--- src/rtl/psram_spi_ctrl_pkg.sv ---
// Shared definitions for the PSRAM SPI sequencer: device opcodes, frame lengths, controller
// state encoding and the byte-lane reordering helper.
package psram_spi_ctrl_pkg;

  localparam logic [7:0] PSRAM_OP_READ  = 8'h03;
  localparam logic [7:0] PSRAM_OP_WRITE = 8'h02;
  localparam logic [7:0] PSRAM_OP_RSTEN = 8'h66;
  localparam logic [7:0] PSRAM_OP_RST   = 8'h99;

  localparam logic [6:0] NBITS_CMD  = 7'd8;
  localparam logic [6:0] NBITS_XFER = 7'd64;

  typedef enum logic [2:0] {
    StPor,
    StRstEn,
    StGapEn,
    StRst,
    StGapRst,
    StIdle,
    StXfer,
    StGap
  } ctrl_state_e;

  // Lowest byte travels first on the wire, so the serial data field is the word byte-reversed.
  function automatic logic [31:0] byte_swap32(input logic [31:0] w);
    return {w[7:0], w[15:8], w[23:16], w[31:24]};
  endfunction

endpackage

--- src/rtl/psram_spi_shifter.sv ---
// Generic SPI mode-0 shift engine for frames of 1..64 bits, MSB of tx first.
// Ports:
//   clk, rst    : clock, asynchronous active-high reset
//   start       : load tx/nbits and begin a frame (first low phase in the next cycle)
//   nbits       : frame length in bits (1..64)
//   tx          : bits to send, left-aligned (tx[63] goes first)
//   done        : high in the final cycle of the last bit's high phase
//   rx          : received bits, right-aligned (last bit received in rx[0])
//   sclk, mosi  : SPI clock and serial output; miso: serial input
module psram_spi_shifter #(
  parameter int unsigned CLK_DIV = 2
) (
  input  logic        clk,
  input  logic        rst,
  input  logic        start,
  input  logic [6:0]  nbits,
  input  logic [63:0] tx,
  output logic        done,
  output logic [63:0] rx,
  output logic        sclk,
  output logic        mosi,
  input  logic        miso
);

  localparam logic [15:0] HalfLast = 16'(CLK_DIV - 1);
  localparam logic [15:0] SlotLast = 16'(2 * CLK_DIV - 1);

  logic        active_q;
  logic [15:0] cnt_q;
  logic [5:0]  bit_q;
  logic [6:0]  last_bit_q;
  logic [63:0] sh_q;
  logic [63:0] rx_q;
  logic        sclk_q;
  logic        mosi_q;
  logic        slot_end;

  assign slot_end = active_q && (cnt_q == SlotLast);
  // Combinational so the owner can close the frame on the same edge that ends the last slot.
  assign done     = slot_end && ({1'b0, bit_q} == last_bit_q);

  always_ff @(posedge clk or posedge rst) begin
    if (rst) begin
      active_q   <= 1'b0;
      cnt_q      <= '0;
      bit_q      <= '0;
      last_bit_q <= '0;
      sh_q       <= '0;
      rx_q       <= '0;
      sclk_q     <= 1'b0;
      mosi_q     <= 1'b0;
    end else if (start) begin
      active_q   <= 1'b1;
      cnt_q      <= '0;
      bit_q      <= '0;
      last_bit_q <= nbits - 7'd1;
      mosi_q     <= tx[63];
      sh_q       <= {tx[62:0], 1'b0};
      rx_q       <= '0;
      sclk_q     <= 1'b0;
    end else if (active_q) begin
      // Rising SCLK edge: sample MISO on the same clk edge that raises SCLK.
      if (cnt_q == HalfLast) begin
        sclk_q <= 1'b1;
        rx_q   <= {rx_q[62:0], miso};
      end
      if (slot_end) begin
        sclk_q <= 1'b0;
        cnt_q  <= '0;
        if (done) begin
          active_q <= 1'b0;
          mosi_q   <= 1'b0;
        end else begin
          bit_q  <= bit_q + 6'd1;
          mosi_q <= sh_q[63];
          sh_q   <= {sh_q[62:0], 1'b0};
        end
      end else begin
        cnt_q <= cnt_q + 16'd1;
      end
    end
  end

  assign rx   = rx_q;
  assign sclk = sclk_q;
  assign mosi = mosi_q;

endmodule

--- src/rtl/psram_spi_ctrl.sv ---
// SPI-mode sequencer for the serial PSRAM: power-up wait, reset-enable/reset commands, then
// single 32-bit word reads (0x03) and writes (0x02) for one bus master.
// Ports:
//   clk, rst            : clock, asynchronous active-high reset
//   req, we, addr, wdata: transaction strobe (taken only while busy=0), direction, word
//                         address (byte address [22:2]) and write data
//   rdata, ready        : read data (updated on ready of a read), one-cycle completion pulse
//   busy, init_done     : controller occupied / power-up sequence finished
//   psram_*             : device pins (CE active-low, SCLK mode 0, MOSI=SIO0, MISO=SIO1,
//                         SIO2/SIO3 held high)
module psram_spi_ctrl
  import psram_spi_ctrl_pkg::*;
#(
  parameter int unsigned CLK_DIV    = 2,
  parameter int unsigned POR_CYCLES = 15000,
  parameter int unsigned CE_GAP     = 4
) (
  input  logic        clk,
  input  logic        rst,
  input  logic        req,
  input  logic        we,
  input  logic [20:0] addr,
  input  logic [31:0] wdata,
  output logic [31:0] rdata,
  output logic        ready,
  output logic        busy,
  output logic        init_done,
  output logic        psram_ce,
  output logic        psram_sclk,
  output logic        psram_mosi,
  input  logic        psram_miso,
  output logic        psram_sio2,
  output logic        psram_sio3
);

  localparam logic [31:0] PorLast = 32'(POR_CYCLES - 1);
  localparam logic [15:0] GapLast = 16'(CE_GAP - 1);

  ctrl_state_e state_q;
  logic [31:0] por_cnt_q;
  logic [15:0] gap_cnt_q;
  logic        ce_q;
  logic        busy_q;
  logic        ready_q;
  logic        init_done_q;
  logic        we_q;
  logic [31:0] rdata_q;

  logic        sh_start;
  logic        sh_done;
  logic [6:0]  sh_nbits;
  logic [63:0] sh_tx;
  logic [63:0] sh_rx;
  logic [31:0] rx_word;
  logic        por_last;
  logic        gap_last;
  logic        accept;

  assign por_last = (por_cnt_q == PorLast);
  assign gap_last = (gap_cnt_q == GapLast);
  assign accept   = (state_q == StIdle) && req && !busy_q;
  // The data field is the last 32 bits of the frame.
  assign rx_word  = 32'(sh_rx);

  // Frame launch: issued on the same edge that drops CE so the first low phase follows it.
  always_comb begin
    sh_start = 1'b0;
    sh_nbits = NBITS_CMD;
    sh_tx    = '0;
    case (state_q)
      StPor: begin
        if (por_last) begin
          sh_start = 1'b1;
          sh_tx    = {PSRAM_OP_RSTEN, 56'h0};
        end
      end
      StGapEn: begin
        if (gap_last) begin
          sh_start = 1'b1;
          sh_tx    = {PSRAM_OP_RST, 56'h0};
        end
      end
      StIdle: begin
        if (accept) begin
          sh_start = 1'b1;
          sh_nbits = NBITS_XFER;
          sh_tx    = {(we ? PSRAM_OP_WRITE : PSRAM_OP_READ), 1'b0, addr, 2'b00,
                      (we ? byte_swap32(wdata) : 32'h0)};
        end
      end
      default: ;
    endcase
  end

  always_ff @(posedge clk or posedge rst) begin
    if (rst) begin
      state_q     <= StPor;
      por_cnt_q   <= '0;
      gap_cnt_q   <= '0;
      ce_q        <= 1'b1;
      busy_q      <= 1'b1;
      ready_q     <= 1'b0;
      init_done_q <= 1'b0;
      we_q        <= 1'b0;
      rdata_q     <= '0;
    end else begin
      ready_q <= 1'b0;
      case (state_q)
        StPor: begin
          if (por_last) begin
            ce_q    <= 1'b0;
            state_q <= StRstEn;
          end else begin
            por_cnt_q <= por_cnt_q + 32'd1;
          end
        end
        StRstEn: begin
          if (sh_done) begin
            ce_q      <= 1'b1;
            gap_cnt_q <= '0;
            state_q   <= StGapEn;
          end
        end
        StGapEn: begin
          if (gap_last) begin
            ce_q    <= 1'b0;
            state_q <= StRst;
          end else begin
            gap_cnt_q <= gap_cnt_q + 16'd1;
          end
        end
        StRst: begin
          if (sh_done) begin
            ce_q      <= 1'b1;
            gap_cnt_q <= '0;
            state_q   <= StGapRst;
          end
        end
        StGapRst: begin
          if (gap_last) begin
            init_done_q <= 1'b1;
            busy_q      <= 1'b0;
            state_q     <= StIdle;
          end else begin
            gap_cnt_q <= gap_cnt_q + 16'd1;
          end
        end
        StIdle: begin
          if (accept) begin
            ce_q    <= 1'b0;
            busy_q  <= 1'b1;
            we_q    <= we;
            state_q <= StXfer;
          end
        end
        StXfer: begin
          if (sh_done) begin
            ce_q      <= 1'b1;
            ready_q   <= 1'b1;
            gap_cnt_q <= '0;
            state_q   <= StGap;
            if (!we_q) begin
              rdata_q <= byte_swap32(rx_word);
            end
          end
        end
        StGap: begin
          if (gap_last) begin
            busy_q  <= 1'b0;
            state_q <= StIdle;
          end else begin
            gap_cnt_q <= gap_cnt_q + 16'd1;
          end
        end
        default: state_q <= StPor;
      endcase
    end
  end

  psram_spi_shifter #(
    .CLK_DIV (CLK_DIV)
  ) u_shifter (
    .clk   (clk),
    .rst   (rst),
    .start (sh_start),
    .nbits (sh_nbits),
    .tx    (sh_tx),
    .done  (sh_done),
    .rx    (sh_rx),
    .sclk  (psram_sclk),
    .mosi  (psram_mosi),
    .miso  (psram_miso)
  );

  assign rdata      = rdata_q;
  assign ready      = ready_q;
  assign busy       = busy_q;
  assign init_done  = init_done_q;
  assign psram_ce   = ce_q;
  assign psram_sio2 = 1'b1;
  assign psram_sio3 = 1'b1;

endmodule

--- config.mk ---
export PLATFORM = sky130hd
export DESIGN_NAME = psram_spi_ctrl
export DESIGN_NICKNAME = d
export VERILOG_FILES = /design/src/rtl/psram_spi_ctrl_pkg.sv /design/src/rtl/psram_spi_shifter.sv /design/src/rtl/psram_spi_ctrl.sv
export SDC_FILE = /design/constraint.sdc
export NUM_CORES = 1
export LEC_CHECK = 0
export BUFFER_PORTS_ARGS = -buffer_cell sky130_fd_sc_hd__buf_4
export CORE_MARGIN = 5
export CORE_UTILIZATION = 55
export DETAILED_ROUTE_END_ITERATION = 16
export PLACE_DENSITY = 0.87
export SLEW_MARGIN = 10
export SYNTH_ARGS = -nofsm -noshare
export SYNTH_HDL_FRONTEND = slang
export SYNTH_HIERARCHICAL = 1
export SYNTH_SLANG_ARGS = --single-unit
export TNS_END_PERCENT = 1
--- constraint.sdc ---
create_clock -name clk -period 5.1 [get_ports clk]
set_input_delay 1.02 -clock clk [delete_from_list [all_inputs] [get_ports clk]]
set_output_delay 1.02 -clock clk [all_outputs]
set_load 0.005 [all_outputs]
# Yosys cells after proc, flatten, opt, wreduce, memory -nomap -nowiden
# Index checks and enable logic that the tools add are counted.
totals:
  reg_bits: 216
  latchBits: 0
  ramBits: 0
  rom_bits: 0
  inputBits: 58
  output_inout_bits: 40
  elab_cells: 132
  mem_count: 0
classes:
  add_sub_neg: 5
  mul: 0
  div_mod_pow: 0
  magnitude_cmp: 0
  n_eq_ne: 22
  shift: 0
  mux: 58
  n_bitwise: 2
  reduce_logical: 28
ops:
  columns: ["op", "n"]
  rows:
  - ["$mux 64", 5]
  - ["$pmux 64 s3", 1]
  - ["$mux 32", 4]
  - ["$mux 16", 5]
  - ["$mux 63", 1]
  - ["$mux 58", 1]
  - ["$add 16x1->16 const B", 2]
  - ["$add 32x1->32 const B", 1]
  - ["$eq 16x2->1 const B", 2]
  - ["$eq 32x14->1 const B", 1]
  - ["$pmux 16 s2", 1]
  - ["$mux 6", 4]
  - ["$mux 1", 23]
  - ["$mux 3", 7]
  - ["$pmux 3 s7", 1]
  - ["$eq 16x1->1 const B", 1]
  - ["$ne 2x2->1 const B", 8]
  - ["$mux 7", 2]
  - ["$eq 3x3->1 const B", 4]
  - ["$reduce_and 2->1", 6]
  - ["$reduce_and 3->1", 4]
  - ["$reduce_bool 2->1", 5]
  - ["$eq 6x7->1", 1]
  - ["$reduce_and 7->1", 1]
  - ["other kinds (17)", 24]

# Longest topological paths before layout
# Gate-level depths: netlist of run 1.
depth:
  depth_word: 7
  ltp_mapped: 13
  ltp_nobuf: 11

# Modules after synthesis
# Netlist of run 1, hierarchy kept.
modules_own_cells:
  columns: ["module", "n_inst", "cells_per_inst", "area_each_um2"]
  rows:
  - ["psram_spi_shifter", 1, 731, 7176.9]
  - ["psram_spi_ctrl", 1, 443, 4586.9]

# Worst setup path before layout of run 1
# OpenSTA, ideal clock, no wires.
synth_timing:
  path_type: "reg2reg"
  startpoint: "register por_cnt_q[22]"
  endpoint: "register u_shifter.cnt_q[11]"
  arrival_time_ns: 2.988
  slack_ns: 1.981
  path_stages_with_launch: 11
  path_buffers: 1
  path_cell_list: "dfrtp_1 > or4_1 > or4_4 > nor3_1 > or3_1 > clkbuf_1 > o211a_1 > nand4_1 > nor3_1 > xnor2_1 > nor2_1"
synth_via:
  elab_chain_cells: 4
  word_cells_on_any_way: 5
  cone_classes: "eq/ne: 1; mux: 3; reduce/logical: 1"
synth_rtl:
  columns: ["item", "line", "rtl"]
  rows:
  - ["start, declared", "psram_spi_ctrl.sv:40", "logic [31:0] por_cnt_q;"]
  - ["start signal, assigned", "psram_spi_ctrl.sv:114", "por_cnt_q <= por_cnt_q + 32'd1;"]
  - ["$eq 32x14->1 (*)", "psram_spi_ctrl.sv:59", "assign por_last = (por_cnt_q == PorLast);"]
  - ["$mux 1 (*)", "psram_spi_ctrl.sv:72", "if (por_last) begin"]
  - ["$pmux 1 s3 (*)", "psram_spi_ctrl.sv:70", "case (state_q)"]
  - ["net sh_start", "psram_spi_ctrl.sv:49", "logic sh_start;"]
  - ["$mux 16 or $reduce_bool 2->1 (tied branches)", null, null]
  - ["end signal, assigned", "psram_spi_shifter.sv:79", "cnt_q <= cnt_q + 16'd1;"]
  - ["end, declared", "psram_spi_shifter.sv:29", "logic [15:0] cnt_q;"]
# Mark *: on every way through the listed nets, which the timed path passes. The rest lies on a longest branch.
# A chain may end at the register's enable or synchronous reset.

# Worst setup path after layout of run 1
layout_timing:
  startpoint: "register por_cnt_q[22]"
  endpoint: "register u_shifter.cnt_q[6]"
# The elaborated chain is that of the path after synthesis.

==> results_dict.tcl, run 1 <==
set metrics [dict create \
    outcome "completed" \
    antenna_left 0 \
    nets 1190 \
    cts_tree "yes" \
    routedWlPerCell_um 16.4 \
    syn_area_mm2 0.0105 \
    first_global_vias 7692 \
    critPathKind "flip-flop to flip-flop" \
    start_util_pct 56.1 \
    rsz0062_at_grt "false" \
    fp.dieH_um 148 \
    finalCritPeriodShare_pct 71.4 \
    tightest_slew_ps 1070 \
    skew_ps 17.8 \
    internal_power_uw 2730 \
    cts_root_buf "clkbuf_16" \
    p_comb_share_pct 2.3 \
    ir_worst_vdd_v 0.000171 \
    dpl_cell_area_mm2 0.0114 \
    num_rows 50 \
    avgViaCountPerCell 5.77 \
    grt.met1_usage_pct 28.3 \
    hold_viol 0 \
    vias 7911 \
    slew_headroom_pct 28.5 \
    fmax_mhz 275 \
    p_sw_uw 699 \
    p_sw_share_pct 20.4 \
    syn_area_per_cell_um2 10.1 \
    ios 98 \
    clkSlewWorstSetupHoldPaths_ps 60 \
    cap_violations 0 \
    n_fill_cell 1390 \
    cts_buffers 22 \
    dieWidth_um 148 \
    period_minus_slack_ps 3640 \
    synth_warnings 6 \
    clock-sinks 215 \
    met3_usage_pct 2.68 \
    final-max-slew-violation-count 0 \
    drt_wl_total_um 22400 \
    power.static_leakage_uw 0.00529 \
    clockPowerShare_pct 48.0 \
    startpoint "por_cnt_q[22]" \
    cellPowerDensity_mw_per_mm2 283 \
    globalRouteMet2Util_pct 34.1 \
    worstHoldStart "we_q" \
    die_area_mm2 0.0220 \
    diodes 0 \
    crit_fanout 87 \
    grt_usage_pct 20.3 \
    area_growth_pct 15.1 \
    holdBufCountCts 0 \
    h-tree-depth 1 \
    syn-instance-count 1041 \
    startpoint_type "flip-flop" \
    drc_errors 0 \
    cp.arrival_ps 4000 \
    final_area_mm2 0.0121 \
    clkLatencyLatePin_ps 490 \
    io_buffers 95 \
    setup_viol 0 \
    r2r_start "por_cnt_q[22]" \
    fin_tns_setup_ps 0 \
    crit_path_end_kind "flip-flop" \
    drt_iter0_drc 779 \
    power_frac_seq_pct 49.7 \
    overflow 0 \
    cts_resized 0 \
    min_path_type "flip-flop to flip-flop" \
    grt-busiest-layer "met2" \
    clk_path_buf_depth 3 \
    place_congestion 0.859 \
    drive_gt1_share_pct 17.8 \
    grt_start_max_net_pins 101 \
    hpwl_um 14800 \
    crit_required_ps 5460 \
    cts_setup_buffers 0 \
    antenna_found_initial 0 \
    firstDrtPassIters 5 \
    core_area_mm2 0.0188 \
    grt_pass1_wl_um 38000 \
]
==> per-layer routing <==
metal,routed length (µm),share of wire (%)
met1,9530,42
met2,11300,50
met3,1150,5.1
met4,505,2.2
met5,0,0
==> state kept, by name, summed over array words and instances (netlist names), 3 cells and up <==
| name | flops |
|---|---|
| gap_cnt_q | 16 |
| rdata | 32 |
| u_shifter/cnt_q | 16 |
| por_cnt_q | 32 |
| u_shifter/last_bit_q | 7 |
| u_shifter/bit_q | 6 |
| u_shifter/sh_q | 63 |
| u_shifter/rx | 32 |
| state_q | 3 |
==> cells in the final DEF (no fill, tap or decap), drive strengths merged, types with 2 or more instances in the layout <==
cell and n:
dfrtp 213, nand2 168, buf 104, o21ai 79
mux2i 66, nor2 58, a21oi 49, and3 41
mux2 35, xor2 34, clkbuf 29, xnor2 27
and2 24, nand3 23, nand4 18, conb 17
nor3 17, nor4 17, inv 15, ha 10
and4 10, nand2b 9, clkinv 9, or3 7
o211ai 6, or4 6, o21a 4, nor2b 4
or2 4, o31ai 3, a211oi 3, nor3b 2
o31a 2, a31oi 2, dfstp 2, bufinv 2
==> through the flow <==
step           power [µW]  util (%)  setup slack [ps]  cells  hold WS, ps
6_report             3430      64.6              1460   1372          483
2_1_floorplan        1770         -               696   1056          437
3_3_place_gp         1820      60.5              1620   1332          452
3_5_place_dp         1820      60.5              1460   1332          465
5_1_grt              3560      64.6              1160   1372          513
4_1_cts              3470      64.6              1470   1372          488
==> area by class of cell <==
| class | count | area [µm²] | share of cell area, % |
|---|---|---|---|
| multi-input cells | 763 | 4840 | 39.9 |
| clock buffers | 29 | 648 | 5.35 |
| clock inverters | 11 | 111 | 0.919 |
| repair buffers | 104 | 781 | 6.44 |
| well taps | 234 | 293 | 2.42 |
| inverters | 16 | 63.8 | 0.527 |
| flip-flops and latches | 215 | 5380 | 44.4 |
==> worst paths after layout <==
path | cells after the start | slack, ps | endpoint
worst max-delay path | 7 | 1460 | u_shifter/cnt_q[6]
worst min-delay path | 2 | 480 | we_q
worst max register to register | 7 | 1460 | u_shifter/cnt_q[6]
worst min register to register | 2 | 480 | we_q
max in group asynchronous | 3 | 3410 | rdata[2]
min in group asynchronous | 2 | 570 | u_shifter/cnt_q[10]
==> worst max-delay path: stages, from the launching register on <==
cell      delay [ps]
dfrtp_1          410
or4_1            530
or4_4            580
nor3_1           460
or3_4            250
buf_4            650
nand2b_1         490
nor2_1           120
==> power by group through the flow <==
stage	combinational [µW]	sequential [µW]	clock [µW]
2_1_floorplan	32.7	1740	0
3_3_place_gp	79.1	1740	0
3_5_place_dp	80.0	1740	0
4_1_cts	80.8	1710	1690
5_1_grt	90.1	1700	1770
6_report	79.0	1710	1650
Note: power is estimated with default switching activity, not from simulation.
==> inputs of run 2 (changes only) <==
--- a/config.mk
+++ b/config.mk
@@ -5,11 +5,12 @@
 export SDC_FILE = /design/constraint.sdc
 export NUM_CORES = 1
 export LEC_CHECK = 0
+export ABC_AREA = 1
 export BUFFER_PORTS_ARGS = -buffer_cell sky130_fd_sc_hd__buf_4
 export CORE_MARGIN = 5
-export CORE_UTILIZATION = 55
+export CORE_UTILIZATION = 56
 export DETAILED_ROUTE_END_ITERATION = 16
-export PLACE_DENSITY = 0.87
+export PLACE_DENSITY = 0.88
 export SLEW_MARGIN = 10
 export SYNTH_ARGS = -nofsm -noshare
 export SYNTH_HDL_FRONTEND = slang
==> constraint.sdc (replaced) <==
create_clock -name clk -period 2.9 [get_ports clk]
set_input_delay 0.58 -clock clk [delete_from_list [all_inputs] [get_ports clk]]
set_output_delay 0.58 -clock clk [all_outputs]
set_load 0.005 [all_outputs]
==> run 2 against run 1 <==
Effect of this change:
- worst setup slack lost 1200 ps
- die area rose by 13%
- via count grew 41%
- final cell count rose by 52%
- clock-buffer cell count up 3
- sequential cell count unchanged
- global-route usage rose by 3.0 points
- synthesized cell count increased by 65%
- sequential power is 120% higher
- fmax increased by 36%
- largest power group unchanged
==> results_dict.tcl, run 2 <==
set metrics [dict create \
    syn-instance-count 1713 \
    first_global_vias 10500 \
    vias 11100 \
    startpoint "por_cnt_q[0]" \
    internal_power_uw 5850 \
    synth_warnings 6 \
    grt_usage_pct 23.4 \
    cp.arrival_ps 3110 \
    area_growth_pct 14.2 \
    grt_pass1_wl_um 49100 \
    crit_fanout 64 \
    cts_buffers 23 \
    clk_path_buf_depth 3 \
    clock-sinks 215 \
    ios 98 \
    cts_resized 0 \
    wl_met2_um 14300 \
    finalCritPeriodShare_pct 92.2 \
    diodes 0 \
    hold_viol 0 \
    start_util_pct 56.3 \
    dieWidth_um 157 \
    num_rows 54 \
    antenna_found_initial 0 \
    overflow 0 \
    final-max-slew-violation-count 0 \
    reg2regPathDepth 12 \
    cts_tree "yes" \
    clkSlewWorstSetupHoldPaths_ps 60 \
    critPathKind "flip-flop to flip-flop" \
    drc_errors 0 \
    skew_ps 12.8 \
    clockPowerShare_pct 37.9 \
    fp.dieH_um 157 \
    slew_headroom_pct 45.2 \
    drive_gt1_share_pct 13.4 \
    die_area_mm2 0.0248 \
    cap_violations 0 \
    antenna_left 0 \
    met1_length_um 12200 \
    min_path_type "input pin to async pin" \
    whs_ps 46.0 \
    fin_tns_setup_ps 0 \
    power_frac_seq_pct 44.5 \
    p_sw_share_pct 29.5 \
    fin_util_pct 64.3 \
    place_congestion 0.962 \
    syn_area_per_cell_um2 7.11 \
    drt_iter0_drc 954 \
    h-tree-depth 1 \
    crit_required_ps 3330 \
    cellPowerDensity_mw_per_mm2 597 \
    setup_viol 0 \
    grt_start_max_net_pins 71 \
    fmax_mhz 374 \
    top_register "u_shifter/sh_q" \
    r2r-end "u_shifter/rx[26]" \
    routedWlPerCell_um 13.9 \
    dr_wl_met3_um 1740 \
    cts_setup_buffers 0 \
    ir_worst_vdd_v 0.000568 \
    outcome "completed" \
    nets 1852 \
    cp-endpoint "u_shifter/rx[26]" \
    reg2reg_setup_slack_ps 230 \
    cts_root_buf "clkbuf_16" \
    p_sw_uw 2450 \
    holdBufCountCts 0 \
    p_comb_share_pct 17.6 \
    firstDrtPassIters 6 \
    startpoint_type "flip-flop" \
    crit_path_end_kind "flip-flop" \
    power.static_leakage_uw 0.00743 \
    core_area_mm2 0.0216 \
    drt_wl_total_um 29000 \
    tightest_slew_ps 820 \
    avgViaCountPerCell 5.35 \
    io_buffers 95 \
    period_minus_slack_ps 2670 \
    largest_reg_flops 63 \
    syn_area_mm2 0.0122 \
    hpwl_um 19400 \
    rsz0062_at_grt "false" \
    r2r_start "por_cnt_q[0]" \
    layout_commonest_cell "nand2_1" \
    top_layer "met4" \
    clkLatencyLatePin_ps 520 \
    layout.cells.most_common_list "nand2_1, dfrtp_1, nor2_1, nand3_1, inv_1" \
]
[run 2: critical path: stages (launching register included)]
cell and delay, ps:
dfrtp_1 430, ha_1 270, nand2_1 100, nor2_1 50, nand2_1 70, nor2_2 60
nand3_1 180, nand3_4 170, or2_0 320, nand4_2 120, buf_4 480, nor2_1 120
a21oi_1 190
[run 2: power groups by stage]
stage               registers [µW]  clock network, µW  logic, µW
floorplan                     3630                  0       1150
global placement              3720                  0       1350
detailed placement            3730                  0       1430
CTS                           3690               3200       1460
global route                  3740               3340       1660
finish                        3700               3150       1460
[run 2: cell type report]
type / instances / area (µm²)
Clock inverter: 10 / 161
Timing Repair Buffer: 118 / 965
Clock buffer: 32 / 649
Fill cell: 1750 / 7710
Multi-Input combinational cell: 1280 / 5840
Tap cell: 280 / 350
Inverter: 146 / 553
Sequential cell: 215 / 5380
[run 2: layer usage]
layer / vias up / GRT usage, %
met5: - / 0
met4: 0 / 7.13
met3: 69 / 3.96
met2: 346 / 39.7
met1: 5270 / 30.8
li1: 5454 / -
[run 2: worst min-delay path by stage]
stage                            start                  to  slack (ps)  depth (start not counted)
floorplan           u_shifter/sh_q[63]  u_shifter/sh_q[63]         440                          2
CTS                                rst           init_done          40                          2
global route                       rst               ready          60                          2
global placement              psram_ce            psram_ce         450                          2
detailed placement  u_shifter/sh_q[10]  u_shifter/sh_q[10]         460                          2
finish                             rst               ready          50                          2
[run 2: per-stage QoR]
stage | total power (µW) | setup slack (ps) | instance area, µm² | instances
floorplan | 4780 | 44.8 | 12200 | 1727
global placement | 5060 | 299 | 13100 | 2039
detailed placement | 5160 | 202 | 13100 | 2039
CTS | 8350 | 211 | 13900 | 2081
global route | 8740 | 11.1 | 13900 | 2081
finish | 8310 | 227 | 13900 | 2081
